## config.mk

```make
export PLATFORM = sky130hd
export DESIGN_NAME = square_freq_meter
export DESIGN_NICKNAME = d
export VERILOG_FILES = /design/src/rtl/square_freq_meter.sv
export SDC_FILE = /design/constraint.sdc
export NUM_CORES = 1
export LEC_CHECK = 0
export ABC_AREA = 1
export BUFFER_PORTS_ARGS = -buffer_cell sky130_fd_sc_hd__buf_2
export CAP_MARGIN = 10
export CELL_PAD_IN_SITES_DETAIL_PLACEMENT = 2
export CELL_PAD_IN_SITES_GLOBAL_PLACEMENT = 2
export CORE_UTILIZATION = 36
export CTS_BUF_LIST = sky130_fd_sc_hd__clkbuf_4
export CTS_CLUSTER_DIAMETER = 120
export DETAILED_ROUTE_END_ITERATION = 8
export HOLD_SLACK_MARGIN = 0.05
export PLACE_DENSITY = 0.88
export SYNTH_ARGS = -nofsm -noshare
export SYNTH_HDL_FRONTEND = slang
export SYNTH_SLANG_ARGS = --single-unit
```

## constraint.sdc

```tcl
create_clock -name clk -period 8.1 [get_ports clk]
set_clock_uncertainty 0.05 [all_clocks]
set_input_delay 1.62 -clock clk [delete_from_list [all_inputs] [get_ports clk]]
set_output_delay 1.62 -clock clk [all_outputs]
set_load 0.02 [all_outputs]
```

## src/rtl/square_freq_meter.sv

```systemverilog
// Square-wave frequency meter: hysteresis slicer, then a gated rising-edge counter and span timer.
// Build option SQUARE_FREQ_METER_MINMAX_EN adds levelMax/levelMin of the level seen during the gate.
module square_freq_meter #(
    parameter int unsigned GATE_CYCLES    = 1000000,
    parameter int unsigned TIMEOUT_CYCLES = 2000000,
    parameter logic [7:0]  HI_THRESH      = 8'd160,
    parameter logic [7:0]  LO_THRESH      = 8'd96
) (
    input  logic        clk,
    input  logic        rst,
    input  logic [7:0]  dacLevel,
    input  logic        start,
    output logic        busy,
    output logic        valid,
    output logic        noSignal,
    output logic        overflow,
    output logic [31:0] edgeCount,
    output logic [31:0] spanCycles
`ifdef SQUARE_FREQ_METER_MINMAX_EN
    ,
    output logic [7:0]  levelMax,
    output logic [7:0]  levelMin
`endif
);
    localparam int unsigned CNT_W = 32;
    localparam logic [CNT_W-1:0] GATE_LAST    = CNT_W'(GATE_CYCLES - 1);
    localparam logic [CNT_W-1:0] TIMEOUT_LAST = CNT_W'(TIMEOUT_CYCLES - 1);

    typedef enum logic [1:0] {IDLE, ARM, MEASURE, DONE} state_t;

    state_t           state_q, state_d;
    logic [7:0]       level_reg_q, level_reg_d;
    logic             sq_q, sq_d, sq_prev_q, sq_prev_d;
    logic [CNT_W-1:0] wait_cnt_q, wait_cnt_d;
    logic [CNT_W-1:0] gate_cnt_q, gate_cnt_d;
    logic [31:0]      edge_acc_q, edge_acc_d;
    logic [CNT_W-1:0] span_acc_q, span_acc_d;
    logic             ovf_q, ovf_d;
    logic             busy_q, busy_d, valid_q, valid_d;
    logic             no_signal_q, no_signal_d, overflow_q, overflow_d;
    logic [31:0]      edge_count_q, edge_count_d, span_cycles_q, span_cycles_d;
    logic             rise_c;
`ifdef SQUARE_FREQ_METER_MINMAX_EN
    logic [7:0]       max_acc_q, max_acc_d, min_acc_q, min_acc_d;
    logic [7:0]       level_max_q, level_max_d, level_min_q, level_min_d;
`endif

    assign rise_c = sq_q & ~sq_prev_q;

    // Next-state and result computation; results load only on the transition into DONE.
    always_comb begin
        state_d       = state_q;
        level_reg_d   = dacLevel;
        sq_d          = sq_q;
        sq_prev_d     = sq_q;
        wait_cnt_d    = wait_cnt_q;
        gate_cnt_d    = gate_cnt_q;
        edge_acc_d    = edge_acc_q;
        span_acc_d    = span_acc_q;
        ovf_d         = ovf_q;
        busy_d        = busy_q;
        valid_d       = 1'b0;
        no_signal_d   = no_signal_q;
        overflow_d    = overflow_q;
        edge_count_d  = edge_count_q;
        span_cycles_d = span_cycles_q;
`ifdef SQUARE_FREQ_METER_MINMAX_EN
        max_acc_d     = max_acc_q;
        min_acc_d     = min_acc_q;
        level_max_d   = level_max_q;
        level_min_d   = level_min_q;
`endif

        if (level_reg_q >= HI_THRESH) begin
            sq_d = 1'b1;
        end else if (level_reg_q <= LO_THRESH) begin
            sq_d = 1'b0;
        end

        case (state_q)
            IDLE: begin
                if (start) begin
                    state_d    = ARM;
                    busy_d     = 1'b1;
                    wait_cnt_d = '0;
                end
            end
            ARM: begin
                if (rise_c) begin
                    state_d    = MEASURE;
                    gate_cnt_d = '0;
                    edge_acc_d = 32'd1;
                    span_acc_d = '0;
                    ovf_d      = 1'b0;
`ifdef SQUARE_FREQ_METER_MINMAX_EN
                    max_acc_d  = 8'h00;
                    min_acc_d  = 8'hFF;
`endif
                end else if (wait_cnt_q == TIMEOUT_LAST) begin
                    state_d       = DONE;
                    busy_d        = 1'b0;
                    valid_d       = 1'b1;
                    no_signal_d   = 1'b1;
                    overflow_d    = 1'b0;
                    edge_count_d  = '0;
                    span_cycles_d = '0;
`ifdef SQUARE_FREQ_METER_MINMAX_EN
                    level_max_d   = 8'h00;
                    level_min_d   = 8'h00;
`endif
                end else begin
                    wait_cnt_d = wait_cnt_q + 32'd1;
                end
            end
            MEASURE: begin
                gate_cnt_d = gate_cnt_q + 32'd1;
                if (rise_c) begin
                    if (edge_acc_q == '1) begin
                        ovf_d = 1'b1;
                    end else begin
                        edge_acc_d = edge_acc_q + 32'd1;
                    end
                    span_acc_d = gate_cnt_q + 32'd1;
                end
`ifdef SQUARE_FREQ_METER_MINMAX_EN
                if (level_reg_q > max_acc_q) max_acc_d = level_reg_q;
                if (level_reg_q < min_acc_q) min_acc_d = level_reg_q;
`endif
                // Last gate cycle: a rise here (offset GATE_CYCLES) is already folded in above.
                if (gate_cnt_q == GATE_LAST) begin
                    state_d       = DONE;
                    busy_d        = 1'b0;
                    valid_d       = 1'b1;
                    no_signal_d   = 1'b0;
                    overflow_d    = ovf_d;
                    edge_count_d  = edge_acc_d;
                    span_cycles_d = span_acc_d;
`ifdef SQUARE_FREQ_METER_MINMAX_EN
                    level_max_d   = max_acc_d;
                    level_min_d   = min_acc_d;
`endif
                end
            end
            DONE: begin
                state_d = IDLE;
            end
            default: begin
                state_d = IDLE;
            end
        endcase
    end

    always_ff @(posedge clk or posedge rst) begin
        if (rst) begin
            state_q       <= IDLE;
            level_reg_q   <= '0;
            sq_q          <= 1'b0;
            sq_prev_q     <= 1'b0;
            wait_cnt_q    <= '0;
            gate_cnt_q    <= '0;
            edge_acc_q    <= '0;
            span_acc_q    <= '0;
            ovf_q         <= 1'b0;
            busy_q        <= 1'b0;
            valid_q       <= 1'b0;
            no_signal_q   <= 1'b0;
            overflow_q    <= 1'b0;
            edge_count_q  <= '0;
            span_cycles_q <= '0;
`ifdef SQUARE_FREQ_METER_MINMAX_EN
            max_acc_q     <= '0;
            min_acc_q     <= '0;
            level_max_q   <= '0;
            level_min_q   <= '0;
`endif
        end else begin
            state_q       <= state_d;
            level_reg_q   <= level_reg_d;
            sq_q          <= sq_d;
            sq_prev_q     <= sq_prev_d;
            wait_cnt_q    <= wait_cnt_d;
            gate_cnt_q    <= gate_cnt_d;
            edge_acc_q    <= edge_acc_d;
            span_acc_q    <= span_acc_d;
            ovf_q         <= ovf_d;
            busy_q        <= busy_d;
            valid_q       <= valid_d;
            no_signal_q   <= no_signal_d;
            overflow_q    <= overflow_d;
            edge_count_q  <= edge_count_d;
            span_cycles_q <= span_cycles_d;
`ifdef SQUARE_FREQ_METER_MINMAX_EN
            max_acc_q     <= max_acc_d;
            min_acc_q     <= min_acc_d;
            level_max_q   <= level_max_d;
            level_min_q   <= level_min_d;
`endif
        end
    end

    assign busy       = busy_q;
    assign valid      = valid_q;
    assign noSignal   = no_signal_q;
    assign overflow   = overflow_q;
    assign edgeCount  = edge_count_q;
    assign spanCycles = span_cycles_q;
`ifdef SQUARE_FREQ_METER_MINMAX_EN
    assign levelMax   = level_max_q;
    assign levelMin   = level_min_q;
`endif

endmodule

```

==> out/summary.txt <==
Status: completed
Unrepaired setup endpoints after global routing: no
Slew Limit Fails: 0
Peak supply drop: 0.202 mV
Worst slew margin: 0.154
Worst-path cell chain: inv_1 -> ha_1 -> inv_2 -> nor2_1 -> nor2_4 -> inv_2 -> nor2_1 -> inv_1 -> o22ai_1
Number of synthesized flops with an enable pin: 0
Final setup viols: 0
Core area: 31,800 um^2
Worst setup margin: 4110 ps
Largest family of logic cells by synthesized area: simple AND/OR/NAND/NOR gates
Area growth from synthesis to final layout: 12.4%
Static Leak: 6.06 nW
Synth Area in Adders: 0.00641
Count leader, synth: nand2_1
Slew at the pin closest to its max-slew limit: 1270 ps
RePlAce Congestion: 0.850
Final hold vios: 0
Max FO, Critical Path: 22
Port bufs: 78
Hpwl dp: 28,000 um
Syn nets: 1,644
Design Area, Final: 13,200 um^2
Synth top area share: 0.446
GRT overflow: 0
Sw frac: 0.468
Boundary Pins: 79
DR WL/cell: 20.1 um
Period minus WS final: 3990 ps
Post-Route WL: 44,100 um
Number of cell rows: 65
Hold buffer count at cts: 0
Gate power share: 0.377
Initial DRC count: 555
H-tree lvl count: 2
Vias post-DR: 11,700
Starting Density: 0.369
CTS tree: done
Root buffer cell: clkbuf_4
Slowest CP cell: nor2_1
CTS Buf Count: 59
Post-synth top area cell: dfrtp_1
Mux share of post-synthesis cell area: 0
Ys flop type: dfrtp_1
Finished Layout Cells: 2,194
Simple-gate share of the synthesized area: 0.358
Delay of the slowest critical-path stage: 940 ps
Final period utilization: 0.493
Worst-Skew Late Latency: 750 ps
Initial antenna violation count: 1
CP bufs+invs: 4
Post_cts resized: 0
Pre-CTS setup slack: 3980 ps
Number of global-route vias before repair: 13,200
Layout cells sized above 1: 0.134
Max Fclk: 250 MHz
Register area share after synthesis: 0.446
Synth unique cells: 42
Critical path class: register to register
Clk sinks: 209
Total of max-cap violations: 0
Internal Power: 2.15 mW
Gr usage total: 0.274
Clk network pwr share: 0.262
Compound-Gate Fraction of Synth Area: 0.0825
Max Buffers Root-to-Sink: 3
Switching Power: 1.89 mW
Nets: 1,727
Detailed Routing Iterations Pass 1: 5
Ys async rst share: 1.00
Mapped Cells: 1,627
Die H: 182 um
Post-DP Area: 12,400 um^2
Synth Register Bits: 209
Antenna viol nets, final: 0
Clock slew at reported path FFs: 80 ps
Placed insts: 2,084
Synth Area in XOR/XNOR: 0.0329
Critical path capture point type: register
Mapped Area: 11,700 um^2
First-pass GRT wire length: 72,700 um
Largest net degree at the start of global routing: 107
Synth warn: 0
Postcts setup bufs: 0
Seq pwr share: 0.361
Top post-synthesis cells by area: dfrtp_1 (45%), nand2_1 (18%), nor2_1 (5.6%)
PwrDens: 307 nW/um^2
CP delay by family, top: buffers and inverters
Die area: 33,300 um^2
Critical Path RT: 8650 ps
TNS Setup: 0 ps
CP Launch Type: register
Critical path data arrival time: 4550 ps
Hold crit path type: register to register
Syn_area_per_cell: 7.20 um^2
DRC: 0
Width of the die: 182 um
Post-DR vias/cell: 5.35
Synth cell count leaders: nand2_1 (564), dfrtp_1 (209), nor2_1 (176)
## power by group through the flow
| stage | Combinational (mW) | Sequential, mW | Clock [mW] |
|---|---|---|---|
| after floorplan | 0.978 | 1.56 | 0 |
| after global placement | 1.43 | 1.45 | 0 |
| after detailed placement | 1.50 | 1.47 | 0 |
| after CTS | 1.54 | 1.46 | 1.09 |
| after global routing | 1.68 | 1.49 | 1.14 |
| final | 1.53 | 1.46 | 1.06 |
## kinds of logic after synthesis
group           Yosys count
flops                   209
compound gates          184
simple gates            984
buf+inv                 200
fa+ha+maj                 6
xor+xnor                 44
## sequential cells by signal (all words and copies together) (netlist names)
signal / count
ovf_q: 1
wait_cnt_q: 32
busy: 1
state_q: 2
level_reg_q: 8
edgeCount: 32
edge_acc_q: 32
valid: 1
gate_cnt_q: 32
span_acc_q: 32
noSignal: 1
sq_prev_d: 1
overflow: 1
spanCycles: 32
sq_prev_q: 1
## routing by layer
metal / global-route usage / up-vias / wire [um]
met2: 0.475 / 265 / 21800
met4: 0.110 / 0 / 1460
li1: - / 5419 / -
met5: 0 / - / 0
met3: 0.0379 / 99 / 1750
met1: 0.343 / 5963 / 19100
## stage by stage
stage,util,power [mW],hold slack [ps]
global placement,0.390,2.89,336
global route,0.414,4.30,377
floorplan,-,2.54,324
finish,0.414,4.04,356
detailed placement,0.390,2.97,345
CTS,0.414,4.10,359
## layout make-up
class | instances | area (um^2)
Clock inverter | 21 | 120
Multi-Input combinational cell | 1218 | 5630
Fill cell | 3785 | 18600
Tap cell | 435 | 544
Antenna cell | 1 | 2.50
Inverter | 133 | 509
Sequential cell | 209 | 5230
Clock buffer | 88 | 661
Timing Repair Buffer | 89 | 473
## worst reg2reg max path: stages, from the launching register on
cell     delay [ps]
dfrtp_1         450
inv_1           110
ha_1            390
inv_2           320
nor2_1          170
nor2_4          130
inv_2            50
nor2_1          940
inv_1           800
o22ai_1         480
## worst paths after layout
path / from / endpoint / slack, ps / cells past startpoint
max: state_q[1] / gate_cnt_q[4] / 4110 / 9
min: sq_prev_d / sq_prev_q / 360 / 0
max reg2reg: state_q[1] / gate_cnt_q[4] / 4110 / 9
min reg2reg: sq_prev_d / sq_prev_q / 360 / 0
max in group asynchronous: rst / edgeCount[19] / 5670 / 3
min in group asynchronous: rst / spanCycles[14] / 910 / 2
## cell usage in the layout, fill, tap and decap left out, types with 2 or more instances in the layout
master,Yosys,final
nor3_1,35,35
dfrtp_1,209,209
nand2_1,564,564
nand3_1,116,116
nor4_1,2,2
xnor2_1,5,5
ha_1,6,5
nand2_2,14,14
nor2_2,10,9
xor2_1,39,39
clkbuf_4,0,88
inv_2,3,4
nand3_4,2,2
or2_2,8,8
nand2_4,2,2
clkinv_2,0,4
buf_4,9,11
clkinv_1,0,13
o21ai_1,44,44
nor2_1,176,176
nor2_4,5,6
inv_1,129,128
o22ai_1,13,13
buf_2,13,78
nand4_1,43,43
o21ai_0,102,102
a21oi_1,13,13
o211ai_1,8,8
No activity file was read; power rests on OpenSTA's default activity.
